### config.mk
export PLATFORM = sky130hd
export DESIGN_NAME = mxreg_read_port
export DESIGN_NICKNAME = d
export VERILOG_FILES = /design/src/rtl/mxreg_read_port.sv
export SDC_FILE = /design/constraint.sdc
export NUM_CORES = 1
export LEC_CHECK = 0
export CORE_AREA = 3 3 78 135
export DETAILED_ROUTE_END_ITERATION = 16
export DIE_AREA = 0 0 81 138
export GPL_ROUTABILITY_DRIVEN = 1
export HOLD_SLACK_MARGIN = 0.12
export PLACE_DENSITY = 0.82
export REMOVE_ABC_BUFFERS = 1
export SYNTH_ARGS = -nofsm -noshare
export SYNTH_HDL_FRONTEND = slang
export SYNTH_SLANG_ARGS = --single-unit
### constraint.sdc
create_clock -name clk -period 2.2 [get_ports clk]
set_input_delay 0.55 -clock clk [delete_from_list [all_inputs] [get_ports clk]]
set_output_delay 0.55 -clock clk [all_outputs]
set_load 0.01 [all_outputs]
### src/rtl/mxreg_read_port.sv
// Read port for the MX register bank: decodes the 8-bit register address map
// and streams register snapshots as valid/ready beats (single, pair or wrapping burst).
module mxreg_read_port #(
   parameter int unsigned WORD_LENGTH = 8,
   parameter int unsigned DEPTH       = 16
) (
   input  logic                                clk,
   input  logic                                rst,
   input  logic [DEPTH-1:0][WORD_LENGTH-1:0]   reg_line,
   input  logic                                req_valid,
   output logic                                req_ready,
   input  logic [7:0]                          req_addr,
   input  logic                                req_burst,
   input  logic [3:0]                          req_len,
   output logic                                rsp_valid,
   input  logic                                rsp_ready,
   output logic [WORD_LENGTH-1:0]              rsp_data,
   output logic [3:0]                          rsp_idx,
   output logic                                rsp_last,
   output logic                                rsp_err
);

   typedef enum logic {IDLE, SEND} state_t;

   state_t                 state_q, state_d;
   logic [3:0]             len_q, len_d;
   logic [3:0]             cnt_q, cnt_d;
   logic                   pair_q, pair_d;
   logic [3:0]             alt_q, alt_d;
   logic                   valid_q, valid_d;
   logic [WORD_LENGTH-1:0] data_q, data_d;
   logic [3:0]             idx_q, idx_d;
   logic                   last_q, last_d;
   logic                   err_q, err_d;

   logic [3:0] dec_len, dec_first, dec_alt, nxt_idx;
   logic       dec_pair, dec_err;

   assign req_ready = (state_q == IDLE) && !rst;
   assign rsp_valid = valid_q;
   assign rsp_data  = data_q;
   assign rsp_idx   = idx_q;
   assign rsp_last  = last_q;
   assign rsp_err   = err_q;

   // Address decode; burst is honoured only in the plain range, ignored for the
   // FLAGS pairs, and turns 0x16/0x80 into an error beat.
   always_comb begin
      dec_len   = '0;
      dec_first = '0;
      dec_alt   = '0;
      dec_pair  = 1'b0;
      dec_err   = 1'b0;
      if (req_addr[7:4] == 4'h0) begin
         dec_first = req_addr[3:0];
         if (req_burst) dec_len = req_len;
      end else if (req_addr[7:2] == 6'b000100) begin
         dec_first = 4'd7;
         dec_alt   = {2'b00, req_addr[1:0]};
         dec_len   = 4'd1;
         dec_pair  = 1'b1;
      end else if (req_addr == 8'h16 && !req_burst) begin
         dec_first = 4'd6;
      end else if (req_addr == 8'h80 && !req_burst) begin
         dec_first = 4'd14;
         dec_alt   = 4'd6;
         dec_len   = 4'd1;
         dec_pair  = 1'b1;
      end else begin
         dec_err   = 1'b1;
      end
   end

   assign nxt_idx = pair_q ? alt_q : idx_q + 4'd1;

   always_comb begin
      state_d = state_q;
      len_d   = len_q;
      cnt_d   = cnt_q;
      pair_d  = pair_q;
      alt_d   = alt_q;
      valid_d = valid_q;
      data_d  = data_q;
      idx_d   = idx_q;
      last_d  = last_q;
      err_d   = err_q;
      case (state_q)
         IDLE: begin
            if (req_valid && req_ready) begin
               state_d = SEND;
               len_d   = dec_len;
               cnt_d   = '0;
               pair_d  = dec_pair;
               alt_d   = dec_alt;
               valid_d = 1'b1;
               idx_d   = dec_first;
               data_d  = dec_err ? '0 : reg_line[dec_first];
               last_d  = (dec_len == 4'd0);
               err_d   = dec_err;
            end
         end
         SEND: begin
            if (rsp_ready) begin
               if (last_q) begin
                  valid_d = 1'b0;
                  state_d = IDLE;
               end else begin
                  cnt_d  = cnt_q + 4'd1;
                  idx_d  = nxt_idx;
                  data_d = reg_line[nxt_idx];
                  last_d = ((cnt_q + 4'd1) == len_q);
               end
            end
         end
         default: state_d = IDLE;
      endcase
   end

   always_ff @(posedge clk) begin
      if (rst) begin
         state_q <= IDLE;
         len_q   <= '0;
         cnt_q   <= '0;
         pair_q  <= 1'b0;
         alt_q   <= '0;
         valid_q <= 1'b0;
         data_q  <= '0;
         idx_q   <= '0;
         last_q  <= 1'b0;
         err_q   <= 1'b0;
      end else begin
         state_q <= state_d;
         len_q   <= len_d;
         cnt_q   <= cnt_d;
         pair_q  <= pair_d;
         alt_q   <= alt_d;
         valid_q <= valid_d;
         data_q  <= data_d;
         idx_q   <= idx_d;
         last_q  <= last_d;
         err_q   <= err_d;
      end
   end

endmodule

==> impl_metrics.toml <==
[route]
highest_layer = "met4"
vias_per_cell = 6.232
wl_met1_mm = 4.915
vias = 4512
wl_met3_um = 960
wl_per_cell_um = 21.42
drt-total-wl_mm = 15.51
wl_met2_mm = 8.811
drc = 0
antenna_left = 0
firstDrtPassIters = 5
drtIter0Drc = 254

[power_and_ir_drop]
clockPowerShare_pct = 24.3
p_seq_share_pct = 24.3
power_frac_comb_pct = 51.4
power.total_mw = 2.291
p_per_area_nw_per_um2 = 356.3
ir_drop_v = 0.0002736
p_leak_nw = 2.560
switchingPower_uw = 697.9
p_sw_share_pct = 30.46
p_int_mw = 1.593

[setup_path]
crit_path_max_fanout = 7
crit_type = "in2reg"
worstSetupEndpointType = "flop"
r2r_slack_ns = -0.02
crit_path_start_kind = "input port"
worstPathRequired_ns = 2.36
cp_data_arrival_time_ns = 2.42

[clock_tree]
cts_tree = "yes"
clk_latency_ns = 0.27
hold_buffers = 0
htree_levels = 1
clkSinkCount = 28
root_buffer = "clkbuf_16"
ctsLongestPathBuffers = 2
numCtsBuffers = 3
clkSlewWorstSetupHoldPaths_ns = 0.08

[timing]
hold_violations = 0
clock.fmax_ghz = 0.4434
worst_pin_slew_ns = 0.7490
fin_skew_ns = 0.005862
period_needed_ns = 2.255
rsz0062_at_grt = "yes"
finalMaxSlewViolations = 0
setup_viol = 5
worst_slack_ns = -0.05515
slew-limit-headroom_pct = 49.73
min_period_over_period_pct = 102.5
hold_ws_ns = 0.4971

[synth]
yosysTopAreaCellShare_pct = 19.05
synth_cells = 391
ys_seq_elements = 28
synth-edff-count = 0
syn_area_per_cell_um2 = 9.373
syn_area_um2 = 3665
synthArstFlopShare_pct = 0
yosys.area.top_type = "mux4_2"
synth.most_common_cell = "mux2i_1"
synth_common_cells = "mux2i_1, mux4_2, dfxtp_1, a211oi_1, a21oi_1"
ys.flop_type = "dfxtp_1"
ys_warn_count = 0
yosys-top-cells-area = "mux4_2, mux2i_1, dfxtp_1"
synth.distinct_cells = 54
seq_area_frac_synth_pct = 15.30

[place]
numPortBuffers = 160
post-dp-hpwl_mm = 10.88
placedCellCount = 692
place.gp.congestion = 0.8812
pre_cts_slack_ns = -0.7703

[finish]
final_layout_size_suffix_gt1_share_pct = 30.12
fin_nets = 749
layout.cells.non_filler = 724
area_growth_pct = 75.45

[floorplanning]
dieWidth_um = 81
io_pins = 161
die_area_um2 = 11180
core_area_um2 = 9527
num_rows = 47
die_h_um = 138
start_util_pct = 38.47

[global_routing]
grt_max_degree = 31
antenna_found_initial = 1
grt_pass1_vias = 4750
grt_overflow_total = 0
grt_pass1_wl_mm = 22.18
grt_use_total_pct = 24.81

[outcome]
status = "finished with violations"
violations = "setup timing"

[worst_hold_path]
min_path_type = "reg2reg"

[run]
drv_cap = 0
per-stage QoR:
step	cell area, um2	setup TNS [ns]	utilization (%)
final	6430	-0.1462	67.49
after global routing	6430	-0.8886	67.49
after CTS	6097	0	64.00
after detailed placement	5741	-7.391	60.26
after global placement	5741	-6.278	60.26
after floorplan	3483	-20.38	-
kinds of logic (layout without fill, tap and decap cells):
logic type | Yosys count | count (layout) | synth area share [%]
AOI/OAI and AO/OA | 113 | 113 | 21.78
muxes | 106 | 106 | 39.95
and+or+nand+nor | 99 | 99 | 15.12
buffers and inverters | 35 | 245 | 5.258
DFF | 28 | 28 | 15.30
adders and majority gates | 2 | 2 | 0.6827
xor gates and xnor gates | 8 | 8 | 1.912
other | 0 | 1 | 0
what timing repair did:
action / CTS / global route
resized for setup: 61 / 47
cloned: 3 / 4
buffers inserted: 8 / 12
setup endpoints to repair: 12 / 8
pin swaps: 16 / 25
critical path, stage by stage:
cell     delay, ns
buf_8         0.10
buf_6         0.12
nor4_4        0.35
a22oi_2       0.18
buf_12        0.18
buf_12        0.14
buf_8         0.13
mux2i_1       0.17
mux2i_1       0.10
mux2i_1       0.17
o211a_1       0.19
o21ai_1       0.05
layout make-up:
class | instances | area [um2]
multi-input cells | 328 | 3151
fillers | 742 | 3097
repair buffers | 238 | 2446
flip-flops and latches | 28 | 561.8
well taps | 122 | 152.6
clock buffers | 3 | 75.07
clock inverters | 1 | 30.03
inverters | 3 | 11.26
diodes | 1 | 2.502
flip-flops by register name (all words and copies together), names as in the netlist, 3 cells and up:
register  flops
cnt_q         4
len_q         4
alt_q         3
rsp_data      8
rsp_idx       4
worst paths after layout:
check	startpoint	end	cells past startpoint
setup / recovery	req_addr[6]	rsp_data[7]$_SDFFE_PP0P_	12
hold / removal	rsp_valid$_SDFFE_PP0P_	rsp_valid$_SDFFE_PP0P_	2
setup reg to reg	rsp_idx[0]$_SDFFE_PP0P_	rsp_data[3]$_SDFFE_PP0P_	9
hold reg to reg	rsp_valid$_SDFFE_PP0P_	rsp_valid$_SDFFE_PP0P_	2
routing by layer:
| metal | up-vias | global-route usage, % |
|---|---|---|
| met5 | - | 0 |
| met4 | 0 | 12.38 |
| met3 | 77 | 3.451 |
| met2 | 289 | 48.03 |
| met1 | 2157 | 24.17 |
| li1 | 1989 | - |
power groups by stage:
stage / registers, mW / clock network [mW] / logic (mW)
final: 0.558 / 0.556 / 1.18
after global routing: 0.560 / 0.574 / 1.24
after CTS: 0.556 / 0.552 / 1.08
after detailed placement: 0.568 / 0 / 1.04
after global placement: 0.566 / 0 / 1.01
after floorplan: 0.578 / 0 / 0.488
cell usage in the layout (no fill, tap or decap), types with 3 or more instances in the layout:
master,count
nor2b_1,10
nand3b_1,6
nand2_1,23
clkdlybuf4s50_1,150
buf_8,6
buf_2,4
o22ai_1,11
xor2_1,3
dfxtp_1,27
nor2_1,20
a211oi_2,13
clkbuf_16,7
a21oi_1,25
o211ai_1,11
nor3_1,3
buf_4,48
o21ai_0,6
and2_1,3
mux2_2,10
a211oi_1,13
nand3_1,10
mux2i_1,60
buf_12,7
o32ai_1,7
nor2b_4,3
mux4_2,31
or2_2,3
xnor2_1,5
buf_6,13
Note: power is estimated with default switching activity, not from simulation.
